<file path="src/rtl/gray2bin_ptr_receiver.sv">
// gray2bin_ptr_receiver
// Destination-clock side of a Gray-coded pointer crossing. The pointer passes
// through a SYNC_STAGES-deep synchronizer and is decoded back to binary. Each
// new value is published with a one-cycle valid pulse.
// Optional feature macro: GRAY_STEP_CHECK_EN. When it is defined, any update
// that is not a single +1 step (mod 2^W) sets the sticky step_err_o flag.
// When it is undefined, step_err_o is tied low and err_clr_i is ignored.
module gray2bin_ptr_receiver #(
  parameter int DATA_WIDTH  = 4,
  parameter int SYNC_STAGES = 2
) (
  input  logic                  clk,
  input  logic                  rst,
  input  logic [DATA_WIDTH-1:0] gray_i,
  input  logic                  err_clr_i,
  output logic [DATA_WIDTH-1:0] bin_o,
  output logic                  bin_vld_o,
  output logic                  step_err_o
);

  localparam int CNT_W = (SYNC_STAGES > 1) ? $clog2(SYNC_STAGES) : 1;
  localparam logic [CNT_W-1:0] CNT_LAST = CNT_W'(SYNC_STAGES - 1);

  typedef enum logic {
    FILL  = 1'b0,
    TRACK = 1'b1
  } state_t;

  state_t                state_q, state_d;
  logic [CNT_W-1:0]      cnt_q, cnt_d;
  logic                  base_q, base_d;
  logic [DATA_WIDTH-1:0] bin_d;
  logic                  vld_d;
  logic                  step_bad;

  logic [DATA_WIDTH-1:0] sync_q [SYNC_STAGES];
  logic [DATA_WIDTH-1:0] gsync;
  logic [DATA_WIDTH-1:0] dec;
  logic [DATA_WIDTH-1:0] bin_inc;

  // Synchronizer chain: the asynchronous pointer ripples through SYNC_STAGES flops
  always_ff @(posedge clk) begin
    if (rst) begin
      for (int s = 0; s < SYNC_STAGES; s++) begin
        sync_q[s] <= '0;
      end
    end else begin
      sync_q[0] <= gray_i;
      for (int s = 1; s < SYNC_STAGES; s++) begin
        sync_q[s] <= sync_q[s-1];
      end
    end
  end

  assign gsync   = sync_q[SYNC_STAGES-1];
  assign bin_inc = bin_o + {{(DATA_WIDTH-1){1'b0}}, 1'b1};

  // Gray-to-binary decode: each binary bit is the XOR of all Gray bits at and above it
  always_comb begin
    dec = '0;
    for (int i = 0; i < DATA_WIDTH; i++) begin
      dec[i] = ^(gsync >> i);
    end
  end

  // Next-state logic: FILL waits for the chain to hold real samples, then the
  // first TRACK cycle loads an unchecked baseline before normal tracking
  always_comb begin
    state_d  = state_q;
    cnt_d    = cnt_q;
    base_d   = base_q;
    bin_d    = bin_o;
    vld_d    = 1'b0;
    step_bad = 1'b0;
    case (state_q)
      FILL: begin
        if (cnt_q == CNT_LAST) begin
          state_d = TRACK;
          base_d  = 1'b1;
        end else begin
          cnt_d = cnt_q + 1'b1;
        end
      end
      TRACK: begin
        if (base_q) begin
          bin_d  = dec;
          vld_d  = 1'b1;
          base_d = 1'b0;
        end else if (dec != bin_o) begin
          bin_d    = dec;
          vld_d    = 1'b1;
          step_bad = (dec != bin_inc);
        end
      end
      default: begin
        state_d = FILL;
        cnt_d   = '0;
        base_d  = 1'b0;
      end
    endcase
  end

  // State, fill counter and registered outputs
  always_ff @(posedge clk) begin
    if (rst) begin
      state_q   <= FILL;
      cnt_q     <= '0;
      base_q    <= 1'b0;
      bin_o     <= '0;
      bin_vld_o <= 1'b0;
    end else begin
      state_q   <= state_d;
      cnt_q     <= cnt_d;
      base_q    <= base_d;
      bin_o     <= bin_d;
      bin_vld_o <= vld_d;
    end
  end

`ifdef GRAY_STEP_CHECK_EN
  logic err_q;

  // Sticky step error: a new illegal step wins over a simultaneous clear
  always_ff @(posedge clk) begin
    if (rst) begin
      err_q <= 1'b0;
    end else if (step_bad) begin
      err_q <= 1'b1;
    end else if (err_clr_i) begin
      err_q <= 1'b0;
    end
  end

  assign step_err_o = err_q;
`else
  logic unused_step;
  assign unused_step = err_clr_i ^ step_bad;
  assign step_err_o  = 1'b0;
`endif

endmodule
</file>
<file path="config.mk">
export PLATFORM = sky130hd
export DESIGN_NAME = gray2bin_ptr_receiver
export DESIGN_NICKNAME = d
export VERILOG_FILES = /design/src/rtl/gray2bin_ptr_receiver.sv
export SDC_FILE = /design/constraint.sdc
export NUM_CORES = 1
export LEC_CHECK = 0
export ABC_CLOCK_PERIOD_IN_PS = 1900
export CORE_MARGIN = 1.5
export CORE_UTILIZATION = 35
export DETAILED_ROUTE_END_ITERATION = 6
export MAX_ROUTING_LAYER = met4
export PLACE_DENSITY = 0.64
export REMOVE_ABC_BUFFERS = 1
export SYNTH_ARGS = -nofsm -noshare
export SYNTH_HDL_FRONTEND = slang
export SYNTH_SLANG_ARGS = --single-unit
</file>
<file path="constraint.sdc">
create_clock -name clk -period 1.9 [get_ports clk]
set_clock_uncertainty 0.2 [all_clocks]
set_input_delay 0.38 -clock clk [delete_from_list [all_inputs] [get_ports clk]]
set_output_delay 0.38 -clock clk [all_outputs]
set_load 0.02 [all_outputs]
</file>
Word level (Yosys, flattened, before mapping)
Memories as Yosys holds them, arrays and structs flattened.
Cells that the tools add are included.
{"block": "totals", "inputBits": 7, "ff_bits": 8, "mem_count": 1, "ram_bits": 8}
{"memory": "sync_q", "words": 2, "width": 4, "read_ports": 2, "rd_clocked_by_memory_dff": 0, "write_ports": 2, "line_no": "36", "rtl": "logic [DATA_WIDTH-1:0] sync_q [SYNC_STAGES];"}
{"block": "op_classes", "add_sub_neg": 1, "n_bitwise": 3, "n_eq_ne": 2, "n_reduce_logical": 7, "mux": 14}
{"operator": "4-bit 2-to-1 mux", "count": 4}
{"operator": "4-bit parity", "count": 4}
{"operator": "1-bit 2-to-1 mux", "count": 9}
{"operator": "4-bit != test", "count": 1}
{"operator": "2-bit != test (second input constant)", "count": 1}
{"operator": "1-bit bitwise OR", "count": 2}
{"operator": "1-bit case mux with 2 select lines", "count": 1}
{"operator": "2-bit AND reduction", "count": 1}
{"operator": "2-bit nonzero test", "count": 1}
{"operator": "2-bit OR reduction", "count": 1}
{"operator": "1-bit adder (second input constant)", "count": 1}
{"operator": "1-bit inverter", "count": 1}

Logic depth before layout (Yosys ltp)
An unclocked memory read counts as a cell.
{"block": "logic_depth", "depth_word": 5, "mapped_depth": 5, "depth_no_buf": 5}

Least setup slack after synthesis
No wires, ideal clock.
{"block": "synth_timing", "path_type": "reg-to-reg", "from": "memory sync_q[1][3], in the netlist sync_q[0][7]", "to": "register bin_o[2]", "path_stages_with_launch": 6, "setup_time_ps": 91, "t_arrival_ps": 1535, "slack_ps": 75, "path_cell_list": "dfxtp_1 -> xor3_2 -> and3_1 -> o221ai_2 -> a21oi_1 -> a311oi_1"}
{"item": "start, declared", "line_no": "36"}
{"item": "end signal, assigned", "line_no": "115", "rtl": "bin_o <= bin_d;"}
{"item": "end, declared", "line_no": "16", "rtl": "output logic [DATA_WIDTH-1:0] bin_o,"}

Worst setup path in the final report
{"block": "layout_timing", "from": "register bin_o[2]", "to": "output port bin_o[2]"}
No word-level cell between the ends.

==> impl_metrics.yaml <==
outcome:
  status: "complete, no violations"
global_routing:
  globalRouteOverflowTotal: 0
  grt_max_degree: 17
  grt_antenna_before_repair: 0
  grt_pass1_wl_um: 1260
  grt.total_usage: 0.0995
  grt_pass1_vias: 312
layout:
  regArea_um2: 322
  multi_input_area_um2: 238
  nets: 76
  fillCellCount: 151
  antennaDiodeCount: 0
  area_growth_syn_to_layout_pct: 30.0
  drive_gt1_frac: 0.176
min_path:
  whs_endpoint: "sync_q[0][7]"
  hold_start: "sync_q[0][3]"
  holdPathStages: 1
  hold_class: "flip-flop to flip-flop"
cts:
  clkSlewWorstSetupHoldPaths_ns: 0.09
  numCtsBuffers: 3
  clockRootBuffer: "clkbuf_4"
  cts_tree: "done"
  cts.sinks: 16
  h-tree-depth: 1
  clock_latency_ns: 0.28
  cts_buffer_depth: 2
  cts_hold_buffers: 0
pwr:
  clkPwrFrac: 0.317
  ir_worst_vdd_mv: 0.508
  power_switching_uw: 159
  p_int_uw: 527
  finalPower_uw: 687
  swShare: 0.232
  p_seq_frac: 0.540
  p_per_area_nw_per_um2: 912
  combPwrFrac: 0.143
  p_leak_nw: 0.355
worst_setup_path:
  path_class: "flip-flop to output pin"
  max_stage_delay_ns: 0.61
  end_kind: "output pin"
  r2r_end: "bin_o[2]"
  rrSetupSlack_ns: 0.10
  r2r_start: "sync_q[0][6]"
  critical_path.max_fanout: 3
  r2r_cells: 5
  path_delay_family: "buffers and inverters"
  crit_chain: "clkdlybuf4s50_1"
  worstSetupStartpointType: "flip-flop"
  cp.arrival_ns: 1.26
  cp.buffers_inverters: 1
  cp_slowest_cell: "clkdlybuf4s50_1"
  crit_required_ns: 1.32
logic_synthesis:
  synth.top_cell.area_share: 0.553
  synthCells: 54
  synth-edff-count: 0
  synth-seq-cells: 16
  syn_avg_cell_area_um2: 10.7
  synth_largest_area_cell: "dfxtp_1"
  synthTopCellsByArea: "dfxtp_1 (55%), nor2b_1 (8.6%), xor3_2 (4.3%)"
  ys.flop_type: "dfxtp_1"
  yosysWarnings: 0
  synth.most_common_cell: "dfxtp_1"
  yosysSeqAreaShare: 0.553
  synth_common_cells: "dfxtp_1 (16), nor2b_1 (8), nor2_1 (6)"
  async_flop_share: 0
  synth.distinct_cells: 19
  syn-cell-area_um2: 579
timing:
  setup_viol: 0
  drv_slew: 0
  finalHoldViolations: 0
  post-route-min-period_ns: 1.84
  finalCritPeriodShare: 0.967
  max_freq_mhz: 544
  worst_slack_ns: 0.0627
routing:
  dr.pass1.iters: 4
  ant_nets: 0
  drcViolationCount: 0
  routedWlPerCell_um: 9.46
  vias_per_cell: 4.60
  drt_iter0_drc: 3
  vias: 386
  wirelength_um: 795
place:
  dp_hpwl_um: 540
  gp_congestion: 0.642
  portBuffers: 10
  post-place-ws_ns: 0.0603
die:
  initial_core_util: 0.380
  die_width_um: 43.7
  die_h_um: 43.7
  core_area_um2: 1520
  rows: 14
  die_area_um2: 1910
  num_io_pins: 13
run:
  maxCapViolations: 0
[worst max-delay path by stage]
stage            startpoint        to  slack, ns  depth (start not counted)
3_5_place_dp   sync_q[0][7]  bin_o[2]       0.06                          5
3_3_place_gp   sync_q[0][7]  bin_o[2]       0.07                          5
4_1_cts            bin_o[1]  bin_o[1]       0.03                          1
2_1_floorplan  sync_q[0][7]  bin_o[2]       0.07                          5
6_report           bin_o[2]  bin_o[2]       0.06                          1
5_1_grt        sync_q[0][6]  bin_o[2]     -0.005                          5
[metrics by stage]
stage               TNS (ns)  std cells  utilization  hold slack, ns  cell area (um2)
floorplan                  0         51            -           0.214              561
global placement           0         79        0.456           0.217              696
detailed placement         0         79        0.456           0.225              696
CTS                        0         83        0.480           0.247              732
global route        -0.00498         84        0.494           0.262              753
finish                     0         84        0.494           0.242              753
[cell usage in the layout (no fill, tap or decap), types with 2 or more instances in the layout]
cell / n
dfxtp_1: 15
nor2b_1: 8
clkdlybuf4s50_1: 7
nor2_1: 6
clkbuf_4: 3
dlymetal6s2s_1: 3
buf_4: 3
xnor2_1: 2
xor2_1: 2
nor3_1: 2
inv_1: 2
a21oi_1: 2
a211oi_1: 2
mux2i_1: 2
[final cells by class]
type,instances,share of cell area
sequential,16,0.427
multi-input combinational,33,0.316
timing repair buffer,13,0.173
clock buffer,4,0.0482
tap,16,0.0266
inverter,2,0.00997
[power groups by stage]
stage                     Clock [mW]  Combinational, mW  Sequential [mW]
after global placement             0             0.0934            0.379
after floorplan                    0             0.0478            0.386
final                          0.218             0.0982            0.371
after detailed placement           0             0.0949            0.379
after global routing           0.244              0.108            0.373
after CTS                      0.228             0.0953            0.371
[cell families after synthesis]
family / after synthesis / share of synthesized area
AO/OA/AOI/OAI: 6 / 0.0842
buffers and inverters: 5 / 0.0453
AND/OR/NAND/NOR: 19 / 0.173
XOR/XNOR: 5 / 0.104
other: 1 / 0.00647
multiplexers: 2 / 0.0346
flip-flops: 16 / 0.553
[registers in the layout, indices dropped and copies added, names as in the netlist]
register and count:
bin_o 4, sync_q 8, cnt_q 1, bin_vld_o 1, state_q 1, base_q 1
[layer usage]
| metal | vias to the layer above | wire, um | GRT usage |
|---|---|---|---|
| li1 | 203 | - | - |
| met1 | 172 | 354 | 0.123 |
| met2 | 9 | 384 | 0.121 |
| met3 | 2 | 47 | 0.0375 |
| met4 | 0 | 9 | 0.0909 |
| met5 | - | 0 | - |
[repair_timing]
item,4_1_cts,5_1_grt
setup buffers,0,1
gates resized for setup,0,5
setup endpoints to repair,0,4
(Power assumes the default switching activity.)
